`config.mk`:
```
export PLATFORM = sky130hd
export DESIGN_NAME = pipe_issue_arbiter_flat
export DESIGN_NICKNAME = d
export VERILOG_FILES = /design/src/rtl/pipe_issue_arbiter_pkg.sv /design/src/rtl/pipe_issue_arbiter_if.sv /design/src/rtl/pipe_issue_arbiter_stage.sv /design/src/rtl/pipe_issue_arbiter.sv /design/src/flat_wrapper.sv
export SDC_FILE = /design/constraint.sdc
export NUM_CORES = 1
export LEC_CHECK = 0
export BUFFER_PORTS_ARGS = -buffer_cell sky130_fd_sc_hd__buf_2
export CELL_PAD_IN_SITES_DETAIL_PLACEMENT = 1
export CELL_PAD_IN_SITES_GLOBAL_PLACEMENT = 1
export CORE_AREA = 3 3 57 59
export CTS_CLUSTER_DIAMETER = 100
export CTS_CLUSTER_SIZE = 28
export DETAILED_ROUTE_END_ITERATION = 8
export DIE_AREA = 0 0 60 62
export PLACE_DENSITY = 0.9
export SYNTH_ARGS = -nofsm -noshare
export SYNTH_HDL_FRONTEND = slang
export SYNTH_HIERARCHICAL = 1
export SYNTH_SLANG_ARGS = --single-unit
```
`constraint.sdc`:
```
create_clock -name clk -period 3 [get_ports clk]
set_input_delay 0.3 -clock clk [delete_from_list [all_inputs] [get_ports clk]]
set_output_delay 0.3 -clock clk [all_outputs]
set_load 0.05 [all_outputs]
```
`src/rtl/pipe_issue_arbiter_pkg.sv`:
```
// Shared types, constants and the per-stage transfer function for the
// two-requester issue arbiter.
package pipe_arb_pkg;

    localparam int unsigned NUM_REQ = 2;
    localparam int unsigned F_MAX_W = 64;

    typedef logic req_id_t;

    localparam req_id_t RR_RESET = 1'b0;

    // 2x+1 at the widest supported width; the low bits of the result depend only
    // on the low bits of x, so callers truncate to their own data width.
    function automatic logic [F_MAX_W-1:0] stage_f(input logic [F_MAX_W-1:0] x);
        return {x[F_MAX_W-2:0], 1'b1};
    endfunction

endpackage

```
`src/rtl/pipe_issue_arbiter_if.sv`:
```
// Requester and result handshake bundle for pipe_issue_arbiter.
interface pipe_issue_arbiter_if #(
    parameter int unsigned WIDTH = 4
);
    logic                   req0_valid;
    logic                   req0_ready;
    logic [WIDTH-1:0]       req0_data;
    logic                   req1_valid;
    logic                   req1_ready;
    logic [WIDTH-1:0]       req1_data;
    logic                   out_valid;
    logic                   out_ready;
    logic [WIDTH-1:0]       out_data;
    pipe_arb_pkg::req_id_t  out_id;

    modport master (
        output req0_valid, req0_data, req1_valid, req1_data, out_ready,
        input  req0_ready, req1_ready, out_valid, out_data, out_id
    );

    modport slave (
        input  req0_valid, req0_data, req1_valid, req1_data, out_ready,
        output req0_ready, req1_ready, out_valid, out_data, out_id
    );
endinterface

```
`src/rtl/pipe_issue_arbiter_stage.sv`:
```
// One pipeline stage: valid/id/data registers with hold and valid-only clear.
module pipe_stage_reg
    import pipe_arb_pkg::*;
#(
    parameter int unsigned WIDTH = 4
) (
    input  logic             clk,
    input  logic             rst,
    input  logic             hold,
    input  logic             clear,
    input  logic             nxt_valid,
    input  req_id_t          nxt_id,
    input  logic [WIDTH-1:0] nxt_data,
    output logic             valid,
    output req_id_t          id,
    output logic [WIDTH-1:0] data
);

    // clear beats hold so a flush empties a stalled pipeline
    always_ff @(posedge clk) begin
        if (rst) begin
            valid <= 1'b0;
            id    <= '0;
            data  <= '0;
        end else if (clear) begin
            valid <= 1'b0;
        end else if (!hold) begin
            valid <= nxt_valid;
            id    <= nxt_id;
            data  <= nxt_data;
        end
    end

endmodule

```
`src/rtl/pipe_issue_arbiter.sv`:
```
// Round-robin, credit-limited issue of two requesters into a shared
// DEPTH-stage 2x+1 pipeline with a single backpressured result port.
module pipe_issue_arbiter
    import pipe_arb_pkg::*;
#(
    parameter int unsigned WIDTH        = 4,
    parameter int unsigned DEPTH        = 3,
    parameter int unsigned MAX_INFLIGHT = 2
) (
    input  logic                              clk,
    input  logic                              rst,
    input  logic                              flush,
    pipe_issue_arbiter_if.slave               bus,
    output logic [$clog2(DEPTH+1)-1:0]        occupancy,
    output logic [$clog2(MAX_INFLIGHT+1)-1:0] inflight0,
    output logic [$clog2(MAX_INFLIGHT+1)-1:0] inflight1
);

    localparam int unsigned OCC_W = $clog2(DEPTH+1);
    localparam int unsigned CW    = $clog2(MAX_INFLIGHT+1);

    function automatic logic [WIDTH-1:0] f_w(input logic [WIDTH-1:0] x);
        logic [F_MAX_W-1:0] r;
        r = stage_f(F_MAX_W'(x));
        return r[WIDTH-1:0];
    endfunction

    logic [DEPTH-1:0] st_valid;
    logic [DEPTH-1:0] nxt_valid;
    req_id_t          st_id    [DEPTH];
    req_id_t          nxt_id   [DEPTH];
    logic [WIDTH-1:0] st_data  [DEPTH];
    logic [WIDTH-1:0] nxt_data [DEPTH];

    logic             stall;
    logic             hs;
    logic             elig0, elig1;
    logic             grant0, grant1;
    logic             acc0, acc1;
    req_id_t          rr_ptr;
    logic [CW-1:0]    cnt0, cnt1;
    logic [OCC_W-1:0] occ;

    assign bus.out_valid = st_valid[DEPTH-1];
    assign bus.out_id    = st_id[DEPTH-1];
    assign bus.out_data  = st_data[DEPTH-1];

    assign stall = bus.out_valid & ~bus.out_ready;
    assign hs    = bus.out_valid & bus.out_ready;

    always_comb begin
        elig0  = bus.req0_valid & (cnt0 < CW'(MAX_INFLIGHT));
        elig1  = bus.req1_valid & (cnt1 < CW'(MAX_INFLIGHT));
        grant0 = elig0 & (~elig1 | (rr_ptr == 1'b0));
        grant1 = elig1 & (~elig0 | (rr_ptr == 1'b1));
        acc0   = grant0 & ~stall & ~flush & ~rst;
        acc1   = grant1 & ~stall & ~flush & ~rst;
    end

    assign bus.req0_ready = acc0;
    assign bus.req1_ready = acc1;

    always_comb begin
        nxt_valid[0] = acc0 | acc1;
        nxt_id[0]    = acc1;
        nxt_data[0]  = f_w(acc1 ? bus.req1_data : bus.req0_data);
        for (int unsigned k = 1; k < DEPTH; k++) begin
            nxt_valid[k] = st_valid[k-1];
            nxt_id[k]    = st_id[k-1];
            nxt_data[k]  = f_w(st_data[k-1]);
        end
    end

    for (genvar k = 0; k < DEPTH; k++) begin : g_stage
        pipe_stage_reg #(.WIDTH(WIDTH)) u_stage (
            .clk       (clk),
            .rst       (rst),
            .hold      (stall),
            .clear     (flush),
            .nxt_valid (nxt_valid[k]),
            .nxt_id    (nxt_id[k]),
            .nxt_data  (nxt_data[k]),
            .valid     (st_valid[k]),
            .id        (st_id[k]),
            .data      (st_data[k])
        );
    end

    // accept and delivery for the same requester in one cycle cancel out
    always_ff @(posedge clk) begin
        if (rst || flush) begin
            cnt0 <= '0;
            cnt1 <= '0;
        end else begin
            cnt0 <= cnt0 + CW'(acc0) - CW'(hs & (bus.out_id == 1'b0));
            cnt1 <= cnt1 + CW'(acc1) - CW'(hs & (bus.out_id == 1'b1));
        end
    end

    always_ff @(posedge clk) begin
        if (rst) begin
            rr_ptr <= RR_RESET;
        end else if (acc0) begin
            rr_ptr <= 1'b1;
        end else if (acc1) begin
            rr_ptr <= 1'b0;
        end
    end

    always_comb begin
        occ = '0;
        for (int unsigned k = 0; k < DEPTH; k++) begin
            occ = occ + OCC_W'(st_valid[k]);
        end
    end

    assign occupancy = occ;
    assign inflight0 = cnt0;
    assign inflight1 = cnt1;

endmodule

```
`src/flat_wrapper.sv`:
```
// flat-port wrapper written by rule: the top's interface ports become plain ports
module pipe_issue_arbiter_flat import pipe_arb_pkg::*;
#(
    parameter int unsigned WIDTH        = 4,
    parameter int unsigned DEPTH        = 3,
    parameter int unsigned MAX_INFLIGHT = 2
)
  (clk, rst, flush, occupancy, inflight0, inflight1, bus_req0_valid, bus_req0_data, bus_req1_valid, bus_req1_data, bus_out_ready, bus_req0_ready, bus_req1_ready, bus_out_valid, bus_out_data, bus_out_id);
  pipe_issue_arbiter_if #(.WIDTH(WIDTH)) bus_i ();
  input  logic clk;
  input  logic rst;
  input  logic flush;
  output logic [$clog2(DEPTH+1)-1:0] occupancy;
  output logic [$clog2(MAX_INFLIGHT+1)-1:0] inflight0;
  output logic [$clog2(MAX_INFLIGHT+1)-1:0] inflight1;
  input wire logic [$bits(bus_i.req0_valid)-1:0] bus_req0_valid;
  input wire logic [$bits(bus_i.req0_data)-1:0] bus_req0_data;
  input wire logic [$bits(bus_i.req1_valid)-1:0] bus_req1_valid;
  input wire logic [$bits(bus_i.req1_data)-1:0] bus_req1_data;
  input wire logic [$bits(bus_i.out_ready)-1:0] bus_out_ready;
  output wire logic [$bits(bus_i.req0_ready)-1:0] bus_req0_ready;
  output wire logic [$bits(bus_i.req1_ready)-1:0] bus_req1_ready;
  output wire logic [$bits(bus_i.out_valid)-1:0] bus_out_valid;
  output wire logic [$bits(bus_i.out_data)-1:0] bus_out_data;
  output wire logic [$bits(bus_i.out_id)-1:0] bus_out_id;
  assign bus_i.req0_valid = bus_req0_valid;
  assign bus_i.req0_data = bus_req0_data;
  assign bus_i.req1_valid = bus_req1_valid;
  assign bus_i.req1_data = bus_req1_data;
  assign bus_i.out_ready = bus_out_ready;
  assign bus_req0_ready = bus_i.req0_ready;
  assign bus_req1_ready = bus_i.req1_ready;
  assign bus_out_valid = bus_i.out_valid;
  assign bus_out_data = bus_i.out_data;
  assign bus_out_id = bus_i.out_id;
  pipe_issue_arbiter #(.WIDTH(WIDTH), .DEPTH(DEPTH), .MAX_INFLIGHT(MAX_INFLIGHT)) u_core (.clk(clk), .rst(rst), .flush(flush), .bus(bus_i), .occupancy(occupancy), .inflight0(inflight0), .inflight1(inflight1));
endmodule
```
==> results_dict.tcl, run 1 <==
set metrics [dict create \
    reg2reg_slack_ns 0.89 \
    dieArea_sq_um 3720 \
    numPortBuffers 21 \
    htreeDepth 1 \
    ir_drop_v 0.000293 \
    detail-route-antenna-nets 0 \
    floorplan.initialDensity_pct 36.6 \
    fin_nets 144 \
    cp_data_required_time_ns 3.23 \
    final.fill_count 332 \
    drive_gt1_share_pct 26.4 \
    synth_area_per_cell_sq_um 9.62 \
    drc 0 \
    cts_resized 0 \
    critPathKind "flip-flop to flip-flop" \
    r2r-end "u_core/inflight1[1]" \
    yosysWarnings 6 \
    placed_cell_area_sq_um 1110 \
    cts_root_buf "clkbuf_4" \
    netlist_instances 105 \
    dp_hpwl_mm 1.64 \
    ios 28 \
    antenna_cells 0 \
    first_pass_iters 4 \
    final_area_sq_um 1140 \
    clock_skew_ns 0.00687 \
    die-height_um 62 \
    finalHoldViolCount 0 \
    drt-initial-drc-count 24 \
    timing.rr.start "u_core/g_stage[2].u_stage/valid" \
    fin_crit_ns 2.11 \
    tritoncts "done" \
    grt_setup_unrepaired "false" \
    max_freq_ghz 0.474 \
    clk_latency_ns 0.30 \
    worst_ep_arrival_time_ns 2.34 \
    netlist_area_sq_um 1010 \
    clk_path_buf_depth 2 \
    antenna_found_initial 0 \
    cts_sinks 20 \
    rr_worst_depth 8 \
    areaGrowthSynthToFinish_pct 12.6 \
    clk_pin_slew_ns 0.11 \
    power_density_nw_per_um2 402 \
    hp-start "rst" \
    wirelength_mm 2.22 \
    post_cts_buffers 0 \
    finalMaxSlewViolations 0 \
    status "complete, no violations" \
    grt_overflow_total 0 \
    hold_class "primary input to flip-flop" \
    endpoint_kind "flip-flop" \
    fin_util_pct 41.2 \
    finalSetupViolCount 0 \
    path_max_fanout 6 \
    vias 835 \
    numCtsBuffers 3 \
    grt_max_degree 31 \
    gp_congestion 0.890 \
    min_to "u_core/g_stage[0].u_stage/id" \
    die_w_um 60 \
    grt_use_total_pct 13.3 \
    via_per_inst 5.35 \
    min_path_cells 2 \
    cp-start-kind "flip-flop" \
    timing.setup.tns_ns 0 \
    postCtsHoldBufs 0 \
    max_cap_violations 0 \
    grt_pass1_wl_mm 3.51 \
    p_leak_nw 0.488 \
    min_period_over_period_pct 70.4 \
    post_drt_wl_per_cell_um 14.2 \
    row_count 19 \
    grt_pass1_vias 761 \
    core-area_sq_um 2760 \
]
cell type report:
cell class | count | area, sq um | area share [%]
clock buffers | 3 | 22.5 | 1.98
flip-flops and latches | 20 | 400 | 35.2
multi-input cells | 78 | 556 | 48.8
well taps | 31 | 38.8 | 3.41
repair buffers | 22 | 113 | 9.90
inverters | 2 | 7.51 | 0.660
per-stage QoR:
| stage | total power [W] | std cells | worst slack (ns) | hold WS [ns] |
|---|---|---|---|---|
| after floorplan | 0.000322 | 107 | 0.353 | 0.369 |
| after global placement | 0.000336 | 153 | 0.737 | 0.455 |
| after detailed placement | 0.000339 | 153 | 0.604 | 0.466 |
| after CTS | 0.000466 | 156 | 0.860 | 0.371 |
| after global routing | 0.000488 | 156 | 0.739 | 0.385 |
| final | 0.000457 | 156 | 0.888 | 0.376 |
registers in the layout (all words and copies together) (netlist names):
| register | cells |
|---|---|
| u_core/inflight1 | 2 |
| u_core/g_stage.u_stage/id | 3 |
| u_core/g_stage.u_stage/valid | 3 |
| u_core/inflight0 | 2 |
| u_core/rr_ptr | 1 |
| u_core/g_stage.u_stage/data | 9 |
layer usage:
layer | vias to the layer above | track usage (%) | share of wire (%)
met5 | - | 0 | 0
met4 | 0 | 9.49 | 2.4
met3 | 4 | 2.48 | 2.9
met2 | 12 | 21.5 | 51
met1 | 407 | 15.9 | 43
li1 | 412 | - | -
layout by cell type, fill, tap and decap left out, types with 3 or more instances in the layout:
master	n
buf_2	21
dfxtp_1	20
a21oi_1	13
o21ai_0	12
or3b_1	9
mux2i_1	5
xor2_1	4
clkbuf_4	3
or3b_2	3
conb_1	3
nor3_1	3
how the worst max path moves through the flow:
stage | endpoint | slack, ns | startpoint | cells past startpoint
after floorplan | u_core/inflight1[1] | 0.35 | u_core/g_stage[2].u_stage/valid | 8
after global placement | u_core/inflight1[1] | 0.74 | flush | 8
after detailed placement | u_core/inflight1[1] | 0.60 | flush | 8
after CTS | u_core/inflight1[1] | 0.86 | u_core/g_stage[2].u_stage/valid | 8
after global routing | u_core/inflight1[1] | 0.74 | u_core/g_stage[2].u_stage/valid | 8
final | u_core/inflight1[1] | 0.89 | u_core/g_stage[2].u_stage/valid | 8
power by group:
part	switching, W	internal (W)
Combinational	0.0000376	0.0000191
Sequential	0.00000340	0.000272
Clock	0.0000779	0.0000468
worst max-delay path, stage by stage (launching register included):
cell	delay [ns]
dfxtp_1	0.40
or2b_2	0.23
inv_1	0.09
nor4_4	0.41
xor2_1	0.13
ha_1	0.20
xor2_1	0.16
or2_2	0.28
mux2i_1	0.15
Power figures use the tool's default switching activity.
==> run 2: changes to the inputs <==
ABC_AREA = 1   (was unset)
CORE_AREA = 3 3 65 67   (was 3 3 57 59)
DIE_AREA = 0 0 68 70   (was 0 0 60 62)
PLACE_DENSITY = 0.82   (was 0.9)
clock period = 1.82 ns   (was 3 ns; I/O delays follow)
==> run 2 against run 1 <==
  * Via count increased by 9.3%
  * Sequential power increased by 69%
  * Area after synthesis increased by 4.1%
==> results_dict.tcl, run 2 <==
set metrics [dict create \
    status "complete, no violations" \
    critPathBufInv 1 \
    r2r-end "u_core/inflight1[1]" \
    antenna_found_initial 0 \
    critPathKind "flip-flop to flip-flop" \
    grt_pass1_vias 915 \
    worst_ep_arrival_time_ns 1.78 \
    crit_slowest_cell "dfxtp_4" \
    max_freq_ghz 0.616 \
    die-height_um 70 \
    detail-route-antenna-nets 0 \
    via_per_inst 4.04 \
    worst-path-stages 10 \
    max_cap_violations 0 \
    ir_drop_v 0.000228 \
    htreeDepth 1 \
    hold_class "primary input to flip-flop" \
    ios 28 \
    die_w_um 68 \
    crit_end "u_core/inflight1[1]" \
    fin_crit_ns 1.62 \
    min_path_cells 2 \
    path_max_fanout 7 \
    cts_sinks 20 \
    finalHoldViolCount 0 \
    dp_hpwl_mm 1.75 \
    gp_congestion 0.764 \
    timing.rr.start "u_core/g_stage[2].u_stage/valid" \
    antenna_cells 0 \
    numCtsBuffers 3 \
    hold_ws_ns 0.200 \
    fin_nets 196 \
    clk_path_buf_depth 2 \
    path_cells "inv_1 -> nor2_4 -> nor2_4 -> nand3_4 -> xnor2_1 -> ha_1 -> xor2_1 -> nand3_2 -> nand2_1 -> nor2_1" \
    clock_skew_ns 0.00356 \
    yosysWarnings 6 \
    dp_cells 222 \
    reg2reg_slack_ns 0.20 \
    areaGrowthSynthToFinish_pct 23.5 \
    clk_latency_ns 0.26 \
    finalSetupViolCount 0 \
    post_cts_buffers 0 \
    grt_overflow_total 0 \
    wirelength_mm 2.26 \
    cp_data_required_time_ns 1.98 \
    clk_pin_slew_ns 0.08 \
    crit_path_max_incr_delay_ns 0.36 \
    cts_root_buf "clkbuf_8" \
    grt_use_total_pct 11.2 \
    netlist_instances 149 \
    power_density_nw_per_um2 740 \
    rr_worst_depth 10 \
    row_count 22 \
    fin_cells 226 \
    grt_setup_unrepaired "false" \
    top_register "u_core/g_stage.u_stage/data" \
    layout_commonest_cell "nand2_1" \
    cp_top_family "simple AND/OR/NAND/NOR gates" \
    critPathMostFrequentCell "nor2_4" \
    cp-startpoint "u_core/g_stage[2].u_stage/valid" \
    drt-initial-drc-count 18 \
    p_leak_nw 0.691 \
    first_pass_iters 4 \
    numPortBuffers 21 \
    netlist_area_sq_um 1050 \
    drive_gt1_share_pct 23.6 \
    top_regs "u_core/g_stage.u_stage/data: 9 flops, u_core/g_stage.u_stage/id: 3 flops, u_core/g_stage.u_stage/valid: 3 flops" \
    dieArea_sq_um 4760 \
    grt_max_degree 12 \
    post_drt_wl_per_cell_um 10.0 \
    postCtsHoldBufs 0 \
    floorplan.initialDensity_pct 28.5 \
    min_period_over_period_pct 89.2 \
    vias 913 \
    core-area_sq_um 3690 \
    largest_register_ffs 9 \
    cp-start-kind "flip-flop" \
    endpoint_kind "flip-flop" \
    grt_pass1_wl_mm 4.08 \
    final.fill_count 484 \
    finalMaxSlewViolations 0 \
    timing.setup.tns_ns 0 \
    tritoncts "done" \
    drc 0 \
    mostFrequentLayoutCells "nand2_1, nor2_1, inv_1" \
    synth_area_per_cell_sq_um 7.05 \
    cts_resized 0 \
]
## run 2: cell type report
cell class              count  area, sq um  share of cell area, %
clock buffers               4         55.1                   4.24
inverters                  30          118                   9.06
multi-input cells         101          541                   41.7
flip-flops and latches     20          404                   31.1
well taps                  48         60.1                   4.63
repair buffers             23          120                   9.26
## run 2: per-layer routing
metal | wire, um | part of all wire, % | global-route usage [%]
met4 | 63 | 2.8 | 6.62
met3 | 71 | 3.1 | 1.93
met2 | 1010 | 45 | 17.2
met1 | 1110 | 49 | 14.3
met5 | 0 | 0 | 0
## run 2: where the power goes
| part | switching [W] | internal [W] |
|---|---|---|
| Combinational | 0.000106 | 0.0000454 |
| Sequential | 0.0000110 | 0.000456 |
| Clock | 0.000148 | 0.000193 |
| Total | 0.000266 | 0.000694 |
## run 2: worst min path at each step
stage | endpoint | slack [ns] | startpoint
floorplan | u_core/rr_ptr | 0.25 | rst
global placement | u_core/g_stage[2].u_stage/data[2] | 0.46 | u_core/g_stage[2].u_stage/data[2]
detailed placement | u_core/g_stage[2].u_stage/data[1] | 0.47 | u_core/g_stage[2].u_stage/data[1]
CTS | u_core/rr_ptr | 0.20 | rst
global route | u_core/rr_ptr | 0.21 | rst
finish | u_core/rr_ptr | 0.20 | rst
## run 2: per-stage QoR
step / setup WS, ns / total power (W) / instance area, sq um / utilization [%]
after global placement: 0.207 / 0.000624 / 1240 / 33.7
after detailed placement: 0.147 / 0.000630 / 1240 / 33.7
after global routing: 0.0219 / 0.00102 / 1300 / 35.2
final: 0.197 / 0.000960 / 1300 / 35.2
after CTS: 0.171 / 0.000980 / 1300 / 35.2
after floorplan: 0.0146 / 0.000588 / 1060 / -
